==> config.mk <==
export PLATFORM = sky130hd
export DESIGN_NAME = filter_sequencer
export DESIGN_NICKNAME = d
export VERILOG_FILES = /design/src/rtl/osc_pkg.sv /design/src/rtl/filter_core.sv /design/src/rtl/filter_sequencer.sv
export SDC_FILE = /design/constraint.sdc
export NUM_CORES = 1
export LEC_CHECK = 0
export BUFFER_PORTS_ARGS = -buffer_cell sky130_fd_sc_hd__buf_2
export CORE_MARGIN = 10
export CORE_UTILIZATION = 50
export CTS_BUF_LIST = sky130_fd_sc_hd__clkbuf_4 sky130_fd_sc_hd__clkbuf_8
export DETAILED_ROUTE_END_ITERATION = 12
export GPL_ROUTABILITY_DRIVEN = 0
export PLACE_DENSITY = 0.71
export SETUP_SLACK_MARGIN = 0.2
export SLEW_MARGIN = 0
export SYNTH_ARGS = -nofsm -noshare
export SYNTH_HDL_FRONTEND = slang
export SYNTH_SLANG_ARGS = --single-unit
==> constraint.sdc <==
create_clock -name clk -period 6.7 [get_ports clk]
set_input_delay 0.67 -clock clk [delete_from_list [all_inputs] [get_ports clk]]
set_output_delay 0.67 -clock clk [all_outputs]
set_load 0.01 [all_outputs]
==> src/rtl/osc_pkg.sv <==
// Shared oscilloscope types: sample format, filter mode, sequencer states and
// the output clamp used by the IIR step.
package osc_pkg;

    localparam int SAMPLE_W = 12;

    typedef logic signed [SAMPLE_W-1:0] sample_t;

    typedef enum logic {
        FILT_LP = 1'b0,
        FILT_HP = 1'b1
    } filt_mode_t;

    localparam sample_t SAMPLE_MAX = 12'sd2047;
    localparam sample_t SAMPLE_MIN = -12'sd2047;

    typedef enum logic [1:0] {
        SEQ_IDLE,
        SEQ_READ,
        SEQ_DRAIN,
        SEQ_DONE
    } seq_state_t;

    // Symmetric saturation: -2048 is never emitted so the display stays balanced.
    function automatic sample_t clamp_sample(input logic signed [SAMPLE_W:0] v);
        logic signed [SAMPLE_W:0] max_w;
        logic signed [SAMPLE_W:0] min_w;
        max_w = {SAMPLE_MAX[SAMPLE_W-1], SAMPLE_MAX};
        min_w = {SAMPLE_MIN[SAMPLE_W-1], SAMPLE_MIN};
        if (v > max_w) begin
            return SAMPLE_MAX;
        end else if (v < min_w) begin
            return SAMPLE_MIN;
        end else begin
            return v[SAMPLE_W-1:0];
        end
    endfunction

endpackage

==> src/rtl/filter_core.sv <==
// Combinational first-order IIR step: s_next = floor((x + s) / 2), output is
// the clamped low-pass state or the clamped high-pass residue x - s_next.
module filter_core
    import osc_pkg::*;
(
    input  sample_t    x,
    input  sample_t    s,
    input  filt_mode_t mode,
    output sample_t    s_next,
    output sample_t    y
);

    logic signed [SAMPLE_W:0] x_w;
    logic signed [SAMPLE_W:0] s_w;
    logic signed [SAMPLE_W:0] t_w;
    logic signed [SAMPLE_W:0] s_next_w;
    logic signed [SAMPLE_W:0] hp_w;

    always_comb begin
        x_w      = {x[SAMPLE_W-1], x};
        s_w      = {s[SAMPLE_W-1], s};
        t_w      = x_w + s_w;
        // Dropping the LSB of the 13-bit sum is the floor-halving; it always fits 12 bits.
        s_next   = t_w[SAMPLE_W:1];
        s_next_w = {s_next[SAMPLE_W-1], s_next};
        hp_w     = x_w - s_next_w;
        if (mode == FILT_HP) begin
            y = clamp_sample(hp_w);
        end else begin
            y = clamp_sample(s_next_w);
        end
    end

endmodule

==> src/rtl/filter_sequencer.sv <==
// Walks the capture buffer through the IIR filter into the display RAM, one
// sample per clock. Define FILTER_SEQ_PEAK_EN to add peak_max/peak_min outputs.
module filter_sequencer
    import osc_pkg::*;
#(
    parameter int N_SAMPLES = 256,
    parameter int DW        = 12,
    parameter int AW        = $clog2(N_SAMPLES)
) (
    input  logic          clk,
    input  logic          rst,
    input  logic          start,
    input  logic          mode,
    output logic          busy,
    output logic          done,
    output logic          rd_en,
    output logic [AW-1:0] rd_addr,
    input  logic [DW-1:0] rd_data,
    output logic          wr_en,
    output logic [AW-1:0] wr_addr,
`ifdef FILTER_SEQ_PEAK_EN
    output logic [DW-1:0] wr_data,
    output logic signed [DW-1:0] peak_max,
    output logic signed [DW-1:0] peak_min
`else
    output logic [DW-1:0] wr_data
`endif
);

    localparam logic [AW-1:0] LAST_ADDR = AW'(N_SAMPLES - 1);

    seq_state_t    state_reg;
    seq_state_t    state_next;
    filt_mode_t    mode_reg;
    logic [AW-1:0] addr_reg;
    sample_t       s_reg;
    logic          rd_valid_reg;
    logic [AW-1:0] rd_addr_d_reg;
    logic          wr_en_reg;
    logic [AW-1:0] wr_addr_reg;
    logic [DW-1:0] wr_data_reg;
    logic          accept;
    sample_t       s_next;
    sample_t       y;

    filter_core u_core (
        .x      (sample_t'(rd_data)),
        .s      (s_reg),
        .mode   (mode_reg),
        .s_next (s_next),
        .y      (y)
    );

    assign accept  = (state_reg == SEQ_IDLE) && start;
    assign rd_addr = addr_reg;
    assign wr_en   = wr_en_reg;
    assign wr_addr = wr_addr_reg;
    assign wr_data = wr_data_reg;

    always_comb begin
        state_next = state_reg;
        busy       = 1'b0;
        done       = 1'b0;
        rd_en      = 1'b0;
        case (state_reg)
            SEQ_IDLE: begin
                if (start) begin
                    state_next = SEQ_READ;
                end
            end
            SEQ_READ: begin
                busy  = 1'b1;
                rd_en = 1'b1;
                if (addr_reg == LAST_ADDR) begin
                    state_next = SEQ_DRAIN;
                end
            end
            SEQ_DRAIN: begin
                busy = 1'b1;
                // Once no read data is in flight, the final write is on the output registers.
                if (!rd_valid_reg) begin
                    state_next = SEQ_DONE;
                end
            end
            SEQ_DONE: begin
                busy       = 1'b1;
                done       = 1'b1;
                state_next = SEQ_IDLE;
            end
            default: state_next = SEQ_IDLE;
        endcase
    end

    always_ff @(posedge clk) begin
        if (rst) begin
            state_reg     <= SEQ_IDLE;
            mode_reg      <= FILT_LP;
            addr_reg      <= '0;
            s_reg         <= '0;
            rd_valid_reg  <= 1'b0;
            rd_addr_d_reg <= '0;
            wr_en_reg     <= 1'b0;
            wr_addr_reg   <= '0;
            wr_data_reg   <= '0;
        end else begin
            state_reg     <= state_next;
            rd_valid_reg  <= rd_en;
            rd_addr_d_reg <= addr_reg;
            wr_en_reg     <= rd_valid_reg;
            wr_addr_reg   <= rd_addr_d_reg;
            if (accept) begin
                mode_reg <= filt_mode_t'(mode);
                addr_reg <= '0;
                s_reg    <= '0;
            end else begin
                if (state_reg == SEQ_READ) begin
                    addr_reg <= addr_reg + AW'(1);
                end
                if (rd_valid_reg) begin
                    s_reg <= s_next;
                end
            end
            if (rd_valid_reg) begin
                wr_data_reg <= DW'(y);
            end
        end
    end

`ifdef FILTER_SEQ_PEAK_EN
    logic signed [DW-1:0] peak_max_reg;
    logic signed [DW-1:0] peak_min_reg;
    logic signed [DW-1:0] wr_data_s;

    assign wr_data_s = $signed(wr_data_reg);
    assign peak_max  = peak_max_reg;
    assign peak_min  = peak_min_reg;

    // Tracks what actually reached the display RAM, so it follows the write register.
    always_ff @(posedge clk) begin
        if (rst) begin
            peak_max_reg <= '0;
            peak_min_reg <= '0;
        end else if (accept) begin
            peak_max_reg <= {1'b1, {(DW-1){1'b0}}};
            peak_min_reg <= {1'b0, {(DW-1){1'b1}}};
        end else if (wr_en_reg) begin
            if (wr_data_s > peak_max_reg) begin
                peak_max_reg <= wr_data_s;
            end
            if (wr_data_s < peak_min_reg) begin
                peak_min_reg <= wr_data_s;
            end
        end
    end
`endif

endmodule

Word-level counts from Yosys, hierarchy flattened. Cells that the tools add are included.

$add $sub $neg: 3. Order comparisons: 4. Equal/unequal tests: 7. Mux-type cells: 12. Reductions and logical operators: 5.

Operator list (count): 12-bit two-way mux (5); 12-bit by 12-bit adder with 13-bit output (1); 13-bit by 12-bit greater-than comparator with 1-bit output, second input constant (1); 13-bit by 12-bit < comparator with 1-bit output, second input constant (1); 12-bit by 12-bit subtractor with 13-bit output (1); 12-bit greater-than comparator, second input constant (1); 12-bit < comparator, second input constant (1); 8-bit by 1-bit adder with 8-bit output, second input constant (1); 8-bit == test, second input constant (1); 2-bit one-hot mux with 4 select lines (1); 2-bit two-way mux (3); 2-bit inequality test, second input constant (3); 2-bit == test, second input constant (2); 1-bit two-way mux (3); 3-bit AND reduction (1); 3-bit OR reduction (1); 2-bit by 1-bit == test with 1-bit output, second input constant (1); 2-bit logical NOT (1); 2-bit OR reduction (1); 1-bit logical AND (1).

Bits in registers: 53. Bits of input ports: 16. Output and inout port bits: 32. Logic and storage cells: 40.

Logic depth before layout (Yosys ltp). Gate-level depths: netlist (run 1).

Depth in word-level cells: 6. Gate-level depth with buffers: 17. Depth with buffers taken out: 17.

Hierarchy. Synthesis (run 1) repeated with hierarchy kept, for this count alone.

Cells, all modules: 410. Area, all modules: 3508.4 um^2.

By module, submodules not included: filter_sequencer (times used 1, cells each 175, area an instance 1866.8 um^2, seq. area each 1061.0 um^2); filter_core (times used 1, cells each 235, area an instance 1641.6 um^2, seq. area each 0.0 um^2).

Worst setup path before layout (run 1). No wires, ideal clock.

Kind: input-to-reg. From: input rd_data[2]. To: register wr_data_reg[6] (netlist: wr_data[6]). Library setup time: 0.135 ns. Data arrival time: 4.310 ns. Data required time: 6.565 ns. Setup slack: 2.255 ns. Cell stages on the path: 15. Buffers on the path: 0. Path through: ha_1 a21oi_1 and2_1 xor2_1 ha_1 nor2b_1 o21a_1 o21ai_0 or2b_1 xnor2_1 or4_1 or4_1 or3_4 a21oi_4 a221oi_1.

Word-level cells in the longest chain between the ends: 6. Elaborated cells on any way between the ends: 11. Those cells by class: 2 x add/sub; 4 x order compare; 5 x mux.

Ends and longest elaborated chain: from (decl) (RTL line filter_sequencer.sv:18) `input logic [DW-1:0] rd_data,`; 12-bit by 12-bit adder with 13-bit output (RTL line filter_core.sv:22) `t_w = x_w + s_w;`; 12-bit by 12-bit subtractor with 13-bit output (RTL line filter_core.sv:26) `hp_w = x_w - s_next_w;`; 13-bit by 12-bit < comparator with 1-bit output (RTL line osc_pkg.sv:32) `end else if (v < min_w) begin`; 12-bit two-way mux (RTL line osc_pkg.sv:32); 12-bit two-way mux (RTL line osc_pkg.sv:30) `if (v > max_w) begin`; 12-bit two-way mux * (RTL line filter_core.sv:27) `if (mode == FILT_HP) begin`; to (signal assigned) (RTL line filter_sequencer.sv:124) `wr_data_reg <= DW'(y);`; to (decl) (RTL line filter_sequencer.sv:41) `logic [DW-1:0] wr_data_reg;`.

Every way passes the cells marked *; elsewhere a longest branch is shown, timed or not. A chain may end at the register's enable or synchronous reset.

Worst setup path in the final report (run 1).
From: input rd_data[2]. To: register wr_data_reg[7] (netlist: wr_data[7]).

Same word-level chain as after synthesis.

==> summary.md, run 1 <==
| Metric | Value |
|---|---|
| Number of nets at the end of the flow | 488 |
| Cell row count | 30 |
| Clock tree from TritonCTS | yes |
| Max-slew headroom at the worst pin | 0.324 |
| Total Routing Usage GR | 0.158 |
| Distinct cell type count of the synthesized netlist | 67 |
| Fill count | 612 |
| Effective utilization at floorplan | 0.507 |
| Cell type contributing the most total cell area after synthesis | dfxtp_1 |
| Number of buffers added by the clock tree synthesis step | 5 |
| Fin. max-slew vios | 0 |
| Post-CTS repair timing setup buffer count | 0 |
| Most frequent cell after synthesis | dfxtp_1 |
| Unrepaired setup endpoints after global routing | no |
| Worst min-delay path category | reg -> reg |
| Count of flip-flops with a built-in enable after synthesis | 0 |
| Worst-Margin Slew | 1010 ps |
| Achievable clock frequency | 219 MHz |
| Post-CTS resize count | 0 |
| Final setup vio count | 0 |
| Global-route wire length before repair | 13.5 mm |
| Remaining design rule violation count | 0 |
| CTS Hold Buffers Added | 0 |
| Syn nets | 447 |
| Time the worst path needs with I/O delays and setup | 4560 ps |
| Maximum number of pins on one net before global-route repair | 33 |
| Detailed router's first-iteration violation count | 150 |
| Count of vias placed by the detailed router | 2967 |
| Proportion of netlist area held by the largest area contributor | 0.311 |
| Worst voltage drop across the vdd grid | 0.149 mV |
| Share of synthesized flip-flops with an asynchronous set or reset | 0 |
| Top-level port count | 48 |
| WP data required | 6890 ps |
| Startpoint kind of the worst setup timing path | input pin |
| Setup total negative slack | 0 ps |
| Worst-case reg-to-reg path depth | 15 |
| Maximum fanout along the worst path | 8 |
| DP HPWL | 6.27 mm |
| Synth Flop Type | dfxtp_1 |
| CTS clk-pin slew, worst paths | 110 ps |
| Synth warnings | 0 |
| Hold Worst Slack | 444 ps |
| Gate Count Post-Synth | 403 |
| Antenna violations before repair | 0 |
| Width of the die | 103 um |
| Leading post-synthesis cells by instance count | dfxtp_1, nor2_1, a21oi_1, nand2_1, ha_1 |
| Grt total ovfl | 0 |
| Crit path capture type | register |
| Bufs on Longest Clock Path | 2 |
| Worst-Skew Late Latency | 310 ps |
| Number of antenna diodes | 0 |
| Layout cells sized above 1 | 0.169 |
| Netlist area before placement | 0.00341 mm2 |
| Endpoint arrival time on the critical path | 4750 ps |
| Place WS | 1850 ps |
| Area of the die | 0.0105 mm2 |
| Start-to-end type of the worst setup path | in -> reg |
| Final worst path period share | 0.681 |
| Top cells by area, synth | dfxtp_1, ha_1, nor2_1, nor2b_1, a21oi_1 |
| Total length of routed wires | 8.11 mm |
| Total number of H-tree levels | 2 |
| Leakage power | 0.00167 uW |
| Core outline area | 0.00672 mm2 |
| Number of optimization iterations in the first detailed-route pass | 4 |
| Part of the Yosys area used for sequential elements | 0.311 |
| Post-synthesis area per instance | 8.46 um2 |
| Library cell used as clock root buffer | clkbuf_8 |
| Max-cap check violation count | 0 |
| Antenna viol nets, final | 0 |
| Status | complete, no violations |
| P per Cell Area | 326 mW/mm2 |
| Via count of the first global-routing pass | 2817 |
| Endpoints failing hold | 0 |
| Clock tree skew after final layout | 10.8 ps |
| Worst-case setup margin in the final layout | 2140 ps |
| Die boundary height | 103 um |
| Register bit total from synthesis | 53 |
| Number of port buffers | 47 |
| WHS Path Cells | 1 |
| Number of sinks driven by the clock tree | 53 |
| Post-synthesis to final-layout area growth | 11.0% |
| Average wire per cell in the routed design | 15.5 um |
| Detail-routed via count per cell | 5.65 |
per-stage QoR:
step	cell area, um2	utilization	cells	total power, uW
3_5_place_dp	3690	0.550	517	1050
4_1_cts	3780	0.563	525	1240
2_1_floorplan	3410	-	403	888
6_report	3780	0.563	525	1230
5_1_grt	3780	0.563	525	1340
3_3_place_gp	3690	0.550	517	1040
routing by layer:
| metal | share of wire | vias up | GRT usage |
|---|---|---|---|
| met1 | 0.48 | 1388 | 0.205 |
| met4 | 0.0070 | 0 | 0.0358 |
| met5 | 0 | - | 0 |
| met2 | 0.46 | 54 | 0.260 |
| li1 | - | 1521 | - |
| met3 | 0.047 | 4 | 0.0362 |
kinds of logic after synthesis:
logic type / share of synthesized area
simple gates: 0.220
compound gates: 0.209
flops: 0.311
buf+inv: 0.0455
fa+ha+maj: 0.113
xor+xnor: 0.0690
mux: 0.0323
worst max-delay path, stage by stage:
cell     delay, ps
buf_2          110
ha_1           340
a21oi_1        210
and2_1         230
xor2_1         240
ha_1           310
nor2b_1        150
o21a_1         200
o21ai_0        250
or2b_1         270
xnor2_1        130
or4_1          520
or4_1          400
or3_4          350
a21oi_4        250
o32ai_1        120
path summary, 6_finish.rpt:
| check | slack, ps | end | from |
|---|---|---|---|
| hold / removal | 440 | wr_addr[0]$_SDFF_PP0_ | rd_addr_d_reg[0]$_SDFF_PP0_ |
| setup / recovery | 2140 | wr_data[7]$_SDFFE_PP0P_ | rd_data[2] |
| hold reg to reg | 440 | wr_addr[0]$_SDFF_PP0_ | rd_addr_d_reg[0]$_SDFF_PP0_ |
| setup reg to reg | 2300 | wr_data[7]$_SDFFE_PP0P_ | s_reg[2]$_SDFFE_PP0P_ |
layout make-up:
type	count	area (um2)	area share
multi-input combinational	311	2200	0.580
tap	80	100	0.0264
clock buffer	5	68.8	0.0182
inverter	25	93.8	0.0248
sequential	53	1060	0.280
clock inverter	3	22.5	0.00595
timing repair buffer	48	243	0.0641
report_power, final:
part / internal, uW / switching, uW / leakage, uW / total (uW)
clock: 74.5 / 113 / 0.0000481 / 188
sequential: 362 / 37.9 / 0.000430 / 400
combinational: 263 / 383 / 0.00119 / 646
total: 700 / 534 / 0.00167 / 1230
cells in the final DEF (no fill, tap or decap), types with 11 or more instances in the layout:
cell	instances
mux2i_1	11
ha_1	26
inv_1	25
nand2_1	27
buf_2	47
dfxtp_1	53
nor2b_1	25
a21oi_1	27
xnor2_1	14
o21ai_0	21
nor2_1	42
Note: power is estimated with default switching activity, not from simulation.
==> run 2: changes to the inputs <==
- ABC_AREA: default -> 1
- PLACE_DENSITY: 0.71 -> 0.73
- clock period: 6.7 -> 3.65 ns (I/O delays scaled with it)
==> summary.md, run 2 <==
| Metric | Value |
|---|---|
| Leakage power | 0.00234 uW (+40%) |
| WP data required | 3850 ps (-3040 ps) |
| Total Routing Usage GR | 0.171 (+0.0130) |
| Footprint of the multi-input gates | 0.00250 mm2 (+14%) |
| Worst-Skew Late Latency | 320 ps (about the same) |
| Most frequent cell after synthesis | nand2_1 |
| Register bit total from synthesis | 53 (unchanged) |
| Status | complete, no violations |
| Global routing usage on met2 | 0.280 (+0.0201) |
| Sequential cell area | 0.00106 mm2 (+0.24%) |
| Maximum fanout along the worst path | 5 (-3) |
| DP HPWL | 7.74 mm (+23%) |
| Count of vias placed by the detailed router | 3726 (+26%) |
| Max-cap check violation count | 0 (unchanged) |
| Post-synthesis area per instance | 6.72 um2 (-21%) |
| Highest-count cells in the layout ignoring fill and taps | nand2_1, inv_1, dfxtp_1 |
| Die boundary height | 107 um (+4.3%) |
| Netlist area before placement | 0.00378 mm2 (+11%) |
| Cell type contributing the most total cell area after synthesis | dfxtp_1 |
| Final worst path period share | 0.895 |
| Worst-Margin Slew | 678 ps (-336 ps) |
| Placement Cell Area | 0.00412 mm2 (+11%) |
| Clock tree from TritonCTS | yes |
| Top-level port count | 48 (unchanged) |
| Fin. max-slew vios | 0 (unchanged) |
| CTS clk-pin slew, worst paths | 110 ps (about the same) |
| Bufs on Longest Clock Path | 2 (unchanged) |
| Worst min-delay path category | in -> reg |
| Total number of H-tree levels | 2 (unchanged) |
| Clock share of power | 0.133 (-0.019) |
| Detailed router's first-iteration violation count | 261 (+74%) |
| Part of the Yosys area used for sequential elements | 0.281 (-0.0304) |
| Total net switching power | 1290 uW (+140%) |
| Max-slew headroom at the worst pin | 0.546 (+0.223) |
| Fill count | 708 (+16%) |
| Most common library cell in the layout ignoring fill and taps | nand2_1 |
| Distinct cell type count of the synthesized netlist | 37 (-45%) |
| Endpoints failing hold | 0 (unchanged) |
| Achievable clock frequency | 306 MHz |
| Crit path capture type | register |
| Synth Flop Type | dfxtp_1 |
| Start-to-end type of the worst setup path | reg -> reg |
| Startpoint kind of the worst setup timing path | register |
| Time the worst path needs with I/O delays and setup | 3270 ps |
| Busiest layer in global routing | met2 |
| Final instance area | 0.00449 mm2 (+19%) |
| Top cells by area, synth | dfxtp_1, nand2_1, inv_1, ha_1, nor2_1 |
| Number of nets at the end of the flow | 661 (+35%) |
| Synth warnings | 0 (unchanged) |
| Via count of the first global-routing pass | 3625 (+29%) |
| Proportion of netlist area held by the largest area contributor | 0.281 (-0.0304) |
| GR met3 Demand/Resource | 0.0329 (-0.00326) |
| Clock tree skew after final layout | 12.2 ps (+1.41 ps) |
| Effective utilization at floorplan | 0.518 (+0.0108) |
| Total length of routed wires | 10.0 mm (+24%) |
| Final setup vio count | 0 (unchanged) |
| Detail-routed via count per cell | 5.20 (-8.0%) |
| Power Internal | 1380 uW (+97%) |
| Switching portion of total power | 0.483 (+0.0503) |
| Width of the die | 107 um (+4.3%) |
| Antenna viol nets, final | 0 (unchanged) |
| Layout cells sized above 1 | 0.267 (+0.0985) |
| Syn nets | 606 (+36%) |
| Count of flip-flops with a built-in enable after synthesis | 0 (unchanged) |
| Endpoint arrival time on the critical path | 3470 ps (-1280 ps) |
| CTS Hold Buffers Added | 0 (unchanged) |
| Start point of the critical path | s_reg[2]$_SDFFE_PP0P_ |
| Number of sinks driven by the clock tree | 53 (unchanged) |
| Worst voltage drop across the vdd grid | 0.254 mV (+70%) |
| Number of port buffers | 47 (unchanged) |
| Unrepaired setup endpoints after global routing | no |
| Share of synthesized flip-flops with an asynchronous set or reset | 0 (unchanged) |
| Grt total ovfl | 0 (unchanged) |
| P per Cell Area | 593 mW/mm2 (+82%) |
| Number of buffers added by the clock tree synthesis step | 5 (unchanged) |
| Maximum number of pins on one net before global-route repair | 38 (+15%) |
| Library cell used as clock root buffer | clkbuf_8 |
| Area of the die | 0.0114 mm2 (+8.7%) |
| Average wire per cell in the routed design | 14.0 um (-9.5%) |
| Number of antenna diodes | 0 (unchanged) |
| Leading post-synthesis cells by instance count | nand2_1, inv_1, dfxtp_1 |
| Remaining design rule violation count | 0 (unchanged) |
| Global-route track usage on met1 | 0.219 (+0.0138) |
| Place WS | -15.0 ps (-1870 ps) |
| Cell row count | 31 (+3.3%) |
| Antenna violations before repair | 0 (unchanged) |
| Worst-case setup margin in the final layout | 383 ps (-1750 ps) |
| Relative contribution of sequential cells to total power | 0.268 (-0.056) |
| Post-synthesis to final-layout area growth | 18.8% |
| Global-route wire length before repair | 16.5 mm (+22%) |
| Gate Count Post-Synth | 562 (+39%) |
| Core outline area | 0.00729 mm2 (+8.5%) |
| Number of optimization iterations in the first detailed-route pass | 5 (+1) |
| Worst reg2reg path startpoint | s_reg[2]$_SDFFE_PP0P_ |
| Power share of the combinational group | 0.599 (+0.075) |
| Worst Min Path Start | mode |
==> run 2: changes by cell type in the layout (fill, tap and decap cells not counted), sizes merged, moves of 7 or more <==
cell and delta:
nand3 +38, inv +84, nor2 +11, nor2b -25, nand2 +125, xnor2 -10, xor2 -7, nand4 +7
buf +8, a211oi -7, mux2i -11
==> run 2: repair_timing <==
action	4_1_cts	5_1_grt
gates resized for setup	3	47
setup buffers	0	6
setup endpoints to repair	11	12
pin swaps	0	12
hold endpoints to repair	0	0
gates cloned	0	1
==> run 2: path summary, 6_finish.rpt <==
kind / to / slack [ps] / cells past startpoint
setup reg to reg: wr_data[6]$_SDFFE_PP0P_ / 380 / 22
setup / recovery: wr_data[6]$_SDFFE_PP0P_ / 380 / 22
hold reg to reg: wr_addr[2]$_SDFF_PP0_ / 410 / 2
hold / removal: mode_reg$_SDFFE_PP0P_ / 350 / 3
==> run 2: cell type report <==
cell class,count,area share
sequential,53,0.237
multi-input combinational,393,0.558
inverter,108,0.0903
clock inverter,3,0.00474
clock buffer,5,0.0153
tap,99,0.0276
timing repair buffer,56,0.0674
==> run 2: power groups by stage <==
| stage | Sequential (uW) | Clock, uW | Combinational (uW) |
|---|---|---|---|
| global placement | 718 | 0 | 1350 |
| floorplan | 728 | 0 | 1050 |
| CTS | 709 | 357 | 1400 |
| global route | 722 | 381 | 1780 |
| detailed placement | 721 | 0 | 1380 |
| finish | 713 | 353 | 1600 |
==> run 2: through the flow <==
| step | setup TNS, ps | utilization | hold WS [ps] | instances | total power, uW |
|---|---|---|---|---|---|
| floorplan | 0 | - | 388 | 562 | 1780 |
| global placement | 0 | 0.565 | 393 | 702 | 2070 |
| detailed placement | -15.0 | 0.565 | 395 | 702 | 2100 |
| CTS | 0 | 0.579 | 353 | 710 | 2460 |
| global route | 0 | 0.616 | 369 | 717 | 2890 |
| finish | 0 | 0.616 | 355 | 717 | 2660 |
==> run 2: logic make-up (layout without fill, tap and decap cells) <==
group                      Yosys count  after routing  share of synthesized area
and+or+nand+nor                    275            276                      0.351
DFF                                 53             53                      0.281
xor gates and xnor gates             7              7                     0.0162
buffers and inverters              117            172                      0.118
adders and majority gates           28             28                     0.0967
AOI/OAI and AO/OA                   82             82                      0.137
==> run 2: layer usage <==
layer  vias up  routed length [um]
met5         -                   0
met4         0                 228
met3        20                 522
met2       103                4630
met1      1706                4640
li1       1897                   -
==> run 2: worst max-delay path, stage by stage, from the launching register on <==
cell and delay, ps:
dfxtp_1 350, ha_4 310, nand2_1 50, nand2_1 90, inv_1 60, o21ai_2 100, xnor2_2 120, ha_1 350
a21oi_1 170, o21ai_0 150, and2_1 170, o21ai_1 170, nand3_1 160, nand2_1 100, nand2_1 60, nor2_1 110
nand2_1 50, nor2_1 90, nand3_1 90, nand2_2 120, nand2_2 140, o21ai_2 90, a21oi_2 60
